### src/rtl/dmem_arb_pkg.sv
// Shared types and constants for the two-port data-memory arbiter.
package dmem_arb_pkg;

  localparam int DMEM_AW = 32;
  localparam int DMEM_DW = 32;

  localparam logic ARB_P0 = 1'b0;
  localparam logic ARB_P1 = 1'b1;

  typedef enum logic [1:0] {
    ARB_IDLE  = 2'd0,
    ARB_LOCK0 = 2'd1,
    ARB_LOCK1 = 2'd2
  } arb_state_t;

endpackage

### src/rtl/dmem_arb_pick.sv
// Combinational winner selection; DMEM_ARB_RR_EN selects round-robin instead of port-0 priority.
module dmem_arb_pick
  import dmem_arb_pkg::*;
(
  input  logic       req0,
  input  logic       req1,
  input  arb_state_t state,
`ifdef DMEM_ARB_RR_EN
  input  logic       last_gnt,
`endif
  output logic       gnt0,
  output logic       gnt1
);

  always_comb begin
    gnt0 = 1'b0;
    gnt1 = 1'b0;
    unique case (state)
      ARB_LOCK0: gnt0 = req0;
      ARB_LOCK1: gnt1 = req1;
      default: begin
        if (req0 && req1) begin
`ifdef DMEM_ARB_RR_EN
          // On conflict the port that did not win last time goes first.
          gnt0 = (last_gnt != ARB_P0);
          gnt1 = (last_gnt == ARB_P0);
`else
          gnt0 = 1'b1;
`endif
        end else begin
          gnt0 = req0;
          gnt1 = req1;
        end
      end
    endcase
  end

endmodule

### src/rtl/dmem_arbiter.sv
// Two-port arbiter/sequencer in front of a single-port data memory with lock support.
// Build option: DMEM_ARB_RR_EN enables round-robin conflict resolution.
module dmem_arbiter
  import dmem_arb_pkg::*;
#(
  parameter int AW = DMEM_AW,
  parameter int DW = DMEM_DW
) (
  input  logic          clk,
  input  logic          rst_n,
  input  logic          p0_req,
  input  logic          p0_we,
  input  logic [AW-1:0] p0_addr,
  input  logic [DW-1:0] p0_wd,
  input  logic          p0_lock,
  input  logic          p1_req,
  input  logic          p1_we,
  input  logic [AW-1:0] p1_addr,
  input  logic [DW-1:0] p1_wd,
  input  logic          p1_lock,
  output logic          p0_gnt,
  output logic          p1_gnt,
  output logic          p0_rvalid,
  output logic          p1_rvalid,
  output logic [DW-1:0] p0_rdata,
  output logic [DW-1:0] p1_rdata,
  output logic [AW-1:0] mem_addr,
  output logic [DW-1:0] mem_wd,
  output logic          mem_we,
  input  logic [DW-1:0] mem_rd,
  output arb_state_t    dbg_state
);

  // Handshake: a requester holds req (and its addr/wd/we/lock) until it sees gnt;
  // the access takes place at the rising edge where req && gnt.

  arb_state_t    state_q, state_d;
  logic          pick_gnt0, pick_gnt1;
  logic          rvalid0_q, rvalid0_d, rvalid1_q, rvalid1_d;
  logic [DW-1:0] rdata0_q, rdata0_d, rdata1_q, rdata1_d;

`ifdef DMEM_ARB_RR_EN
  logic last_gnt_q, last_gnt_d;
`endif

  dmem_arb_pick u_pick (
    .req0     (p0_req),
    .req1     (p1_req),
    .state    (state_q),
`ifdef DMEM_ARB_RR_EN
    .last_gnt (last_gnt_q),
`endif
    .gnt0     (pick_gnt0),
    .gnt1     (pick_gnt1)
  );

  always_ff @(posedge clk or negedge rst_n) begin
    if (!rst_n) begin
      state_q <= ARB_IDLE;
    end else begin
      state_q <= state_d;
    end
  end

  always_comb begin
    state_d = state_q;
    unique case (state_q)
      ARB_IDLE: begin
        if (p0_gnt && p0_lock) begin
          state_d = ARB_LOCK0;
        end else if (p1_gnt && p1_lock) begin
          state_d = ARB_LOCK1;
        end
      end
      ARB_LOCK0: if (!p0_lock) state_d = ARB_IDLE;
      ARB_LOCK1: if (!p1_lock) state_d = ARB_IDLE;
      default:   state_d = ARB_IDLE;
    endcase
  end

  // Grants are forced low during reset so nothing reaches the memory.
  always_comb begin
    p0_gnt   = pick_gnt0 & rst_n;
    p1_gnt   = pick_gnt1 & rst_n;
    mem_we   = 1'b0;
    mem_addr = '0;
    mem_wd   = '0;
    if (p0_gnt) begin
      mem_we   = p0_we;
      mem_addr = p0_addr;
      mem_wd   = p0_wd;
    end else if (p1_gnt) begin
      mem_we   = p1_we;
      mem_addr = p1_addr;
      mem_wd   = p1_wd;
    end
  end

  always_comb begin
    rvalid0_d = p0_gnt & ~p0_we;
    rvalid1_d = p1_gnt & ~p1_we;
    rdata0_d  = rvalid0_d ? mem_rd : rdata0_q;
    rdata1_d  = rvalid1_d ? mem_rd : rdata1_q;
  end

  always_ff @(posedge clk or negedge rst_n) begin
    if (!rst_n) begin
      rvalid0_q <= 1'b0;
      rvalid1_q <= 1'b0;
      rdata0_q  <= '0;
      rdata1_q  <= '0;
    end else begin
      rvalid0_q <= rvalid0_d;
      rvalid1_q <= rvalid1_d;
      rdata0_q  <= rdata0_d;
      rdata1_q  <= rdata1_d;
    end
  end

`ifdef DMEM_ARB_RR_EN
  always_comb begin
    last_gnt_d = last_gnt_q;
    if (p0_gnt) begin
      last_gnt_d = ARB_P0;
    end else if (p1_gnt) begin
      last_gnt_d = ARB_P1;
    end
  end

  always_ff @(posedge clk or negedge rst_n) begin
    if (!rst_n) begin
      last_gnt_q <= ARB_P1;
    end else begin
      last_gnt_q <= last_gnt_d;
    end
  end
`endif

  assign p0_rvalid = rvalid0_q;
  assign p1_rvalid = rvalid1_q;
  assign p0_rdata  = rdata0_q;
  assign p1_rdata  = rdata1_q;
  assign dbg_state = state_q;

endmodule

### config.mk
export PLATFORM = sky130hd
export DESIGN_NAME = dmem_arbiter
export DESIGN_NICKNAME = d
export VERILOG_FILES = /design/src/rtl/dmem_arb_pkg.sv /design/src/rtl/dmem_arb_pick.sv /design/src/rtl/dmem_arbiter.sv
export SDC_FILE = /design/constraint.sdc
export NUM_CORES = 1
export LEC_CHECK = 0
export ABC_CLOCK_PERIOD_IN_PS = 3600
export BUFFER_PORTS_ARGS = -buffer_cell sky130_fd_sc_hd__buf_2
export CORE_AREA = 2 2 118 120
export CTS_BUF_LIST = sky130_fd_sc_hd__clkbuf_4
export DETAILED_ROUTE_END_ITERATION = 6
export DIE_AREA = 0 0 120 122
export PLACE_DENSITY = 0.61
export SYNTH_ARGS = -nofsm -noshare
export SYNTH_HDL_FRONTEND = slang
export SYNTH_SLANG_ARGS = --single-unit
### constraint.sdc
create_clock -name clk -period 3.6 [get_ports clk]
set_clock_uncertainty 0.15 [all_clocks]
set_input_delay 0.72 -clock clk [delete_from_list [all_inputs] [get_ports clk]]
set_output_delay 0.72 -clock clk [all_outputs]
set_load 0.005 [all_outputs]
==> results.toml <==
[drt]
route.detailed.drc = 0
wl_mm = 13.8
via_per_inst = 4.61
vias = 3362
drt_iter0_drc = 134
dr.pass1.iters = 4
antenna_left = 0
wl_per_cell_um = 18.9

[floorplanning]
die_w_um = 120
rows = 43
initial_utilization_pct = 25.2
dieHeight_um = 122
num_io_pins = 303
coreArea_um2 = 13500
die_area_um2 = 14600

[placement]
gp_congestion = 0.964
hpwlAfterDp_mm = 11.2
placed_area_um2 = 5100
place_ws_ns = 0.688
placed_cells = 707
portBuffers = 302

[sta]
slew-limit-headroom_pct = 43.2
final_max_slew_viol_count = 0
fin_setup_tns_ns = 0
setup_ws_ns = 0.250
timing.final.crit_share_pct = 93.0
setup_viol = 0
worst_slew_pin_slew_ns = 0.852
rsz0062_at_grt = "false"
max_freq_mhz = 299
finalHoldViolations = 0
post-route-min-period_ns = 3.35

[synth]
ys_top_cells_by_area = "dfrtp_1 50%, a22o_1 17%, mux2_4 13%"
synth.most_common_cell = "dfrtp_1"
synth_area_um2 = 3400
synth_edf_count = 0
postSynthCellCount = 241
synth_top_cell_area_share_pct = 50.0
synth-seq-cells = 68
ys_types = 27
yosys.area.top_type = "dfrtp_1"
synthTopCellsByCount = "68 x dfrtp_1, 65 x a22o_1, 34 x mux2_2, 29 x mux2_4, 10 x buf_2"
synth_flop_cell = "dfrtp_1"
synth-seq-area-share_pct = 50.0
synth_fp_nets = 412
synthArstFlopShare_pct = 100
ys_warn_count = 0
syn_area_per_cell_um2 = 14.1

[power]
sw_frac_of_total_pct = 34.5
cellPowerDensity_nw_per_um2 = 660
combPwrFrac_pct = 49.1
ir_drop_uv = 312
fin_total_pwr_uw = 3450
power_frac_seq_pct = 38.8
p_clk_share_pct = 12.1
intPower_uw = 2260
p_sw_uw = 1190
p_leak_uw = 0.00282

[clocking]
cts_tree = "done"
ctsHoldBuffers = 0
cts_sinks = 68
cts.clk_slew.worst_paths_ns = 0.10
cts_resized = 0
postCtsSetupBuffers = 0
numCtsBuffers = 9
insertion_delay_ns = 0.42
cts_buffer_depth = 2
h-tree-depth = 3
root_buffer = "clkbuf_4"

[grt]
grt_max_degree = 69
grt_pass1_vias = 3499
antenna_found_initial = 8
grt_pass1_wl_mm = 19.6
grt_overflow_total = 0
grt_use_total_pct = 18.0

[cells_and_area]
finalNonFillerCells = 729
drive_above_1_share_pct = 71.8
final.fill_count = 1374
fin_area_um2 = 5220
syn2layout_area_growth_pct = 53.5
fin_nets = 709

[setup_path]
end_kind = "output pin"
crit_fanout = 45
cp_data_required_time_ns = 2.73
critPathLaunchType = "flip-flop"
r2r_cells = 7
worst-setup-path-type = "flip-flop to output pin"
arrival_ns = 2.48

[hold_path]
whs_path_depth = 1
hold_path.class = "flip-flop to flip-flop"

[outcome]
run_status = "completed"

[job]
drv_cap = 0
-- state kept, by name, summed over array words and instances, names as in the netlist --
| register | flops |
|---|---|
| dbg_state | 2 |
| p0_rdata | 32 |
| p0_rvalid | 1 |
| p1_rdata | 32 |
| p1_rvalid | 1 |
-- cells by family (layout without fill, tap and decap cells) --
kind of cell | count (synthesis) | after routing | synth area share, %
compound gates | 71 | 71 | 18.1
flops | 68 | 68 | 50.0
mux | 64 | 64 | 24.4
buf+inv | 24 | 326 | 3.93
simple gates | 11 | 11 | 2.50
fa+ha+maj | 3 | 3 | 1.10
other cells | 0 | 6 | 0
-- placed cells by master (no fill, tap or decap), drive strengths merged, types with 2 or more instances in the layout --
master and instances:
buf 308, dfrtp 68, a22o 65, mux2 64, clkbuf 9, diode 6, clkinv 4, ha 3
clkinvlp 3, nor2b 3, inv 2, nand2 2
-- path summary, 6_finish.rpt --
kind | start | endpoint | slack, ns
min reg2reg | p1_rdata[5] | p1_rdata[5] | 0.34
min in group asynchronous | rst_n | p1_rdata[29] | 0.40
max in group asynchronous | rst_n | p0_rdata[18] | 2.36
max reg2reg | dbg_state[0] | p0_rdata[4] | 1.15
max | dbg_state[0] | mem_addr[3] | 0.25
min | p1_rdata[5] | p1_rdata[5] | 0.34
-- per-layer routing --
layer  routed length, um  global-route usage, %  vias up
met5                  28                      0        -
met4                 423                   9.93        4
met3                1320                   7.30       31
met2                6840                   29.7      175
met1                5160                   19.8     1628
li1                    -                      -     1524
-- worst max-delay path: stages (launching register included) --
cell      delay, ns
dfrtp_1        0.40
inv_1          0.09
ha_1           0.33
nor2b_1        0.21
a211oi_4       0.23
buf_4          0.43
a22o_1         0.23
buf_2          0.13
-- final cells by class --
class                   count  area [um^2]  area share (%)
flip-flops and latches     68         1700            32.6
multi-input cells         149         1580            30.3
repair buffers            308         1580            30.3
well taps                 180          225            4.31
clock buffers               9         67.6            1.29
clock inverters             7         43.8           0.838
diodes                      6         15.0           0.287
inverters                   2         7.51           0.144
-- power groups by stage --
| stage | clock [uW] | combinational [uW] | sequential, uW |
|---|---|---|---|
| floorplan | 0 | 844 | 1370 |
| global placement | 0 | 1690 | 1330 |
| detailed placement | 0 | 1720 | 1350 |
| CTS | 434 | 1720 | 1340 |
| global route | 478 | 1840 | 1390 |
| finish | 416 | 1690 | 1340 |
-- per-stage QoR --
step           util (%)  hold slack [ns]
2_1_floorplan         -            0.274
3_3_place_gp       37.7            0.319
3_5_place_dp       37.7            0.324
4_1_cts            38.6            0.342
5_1_grt            38.7            0.329
6_report           38.7            0.343
Power figures use the tool's default switching activity.
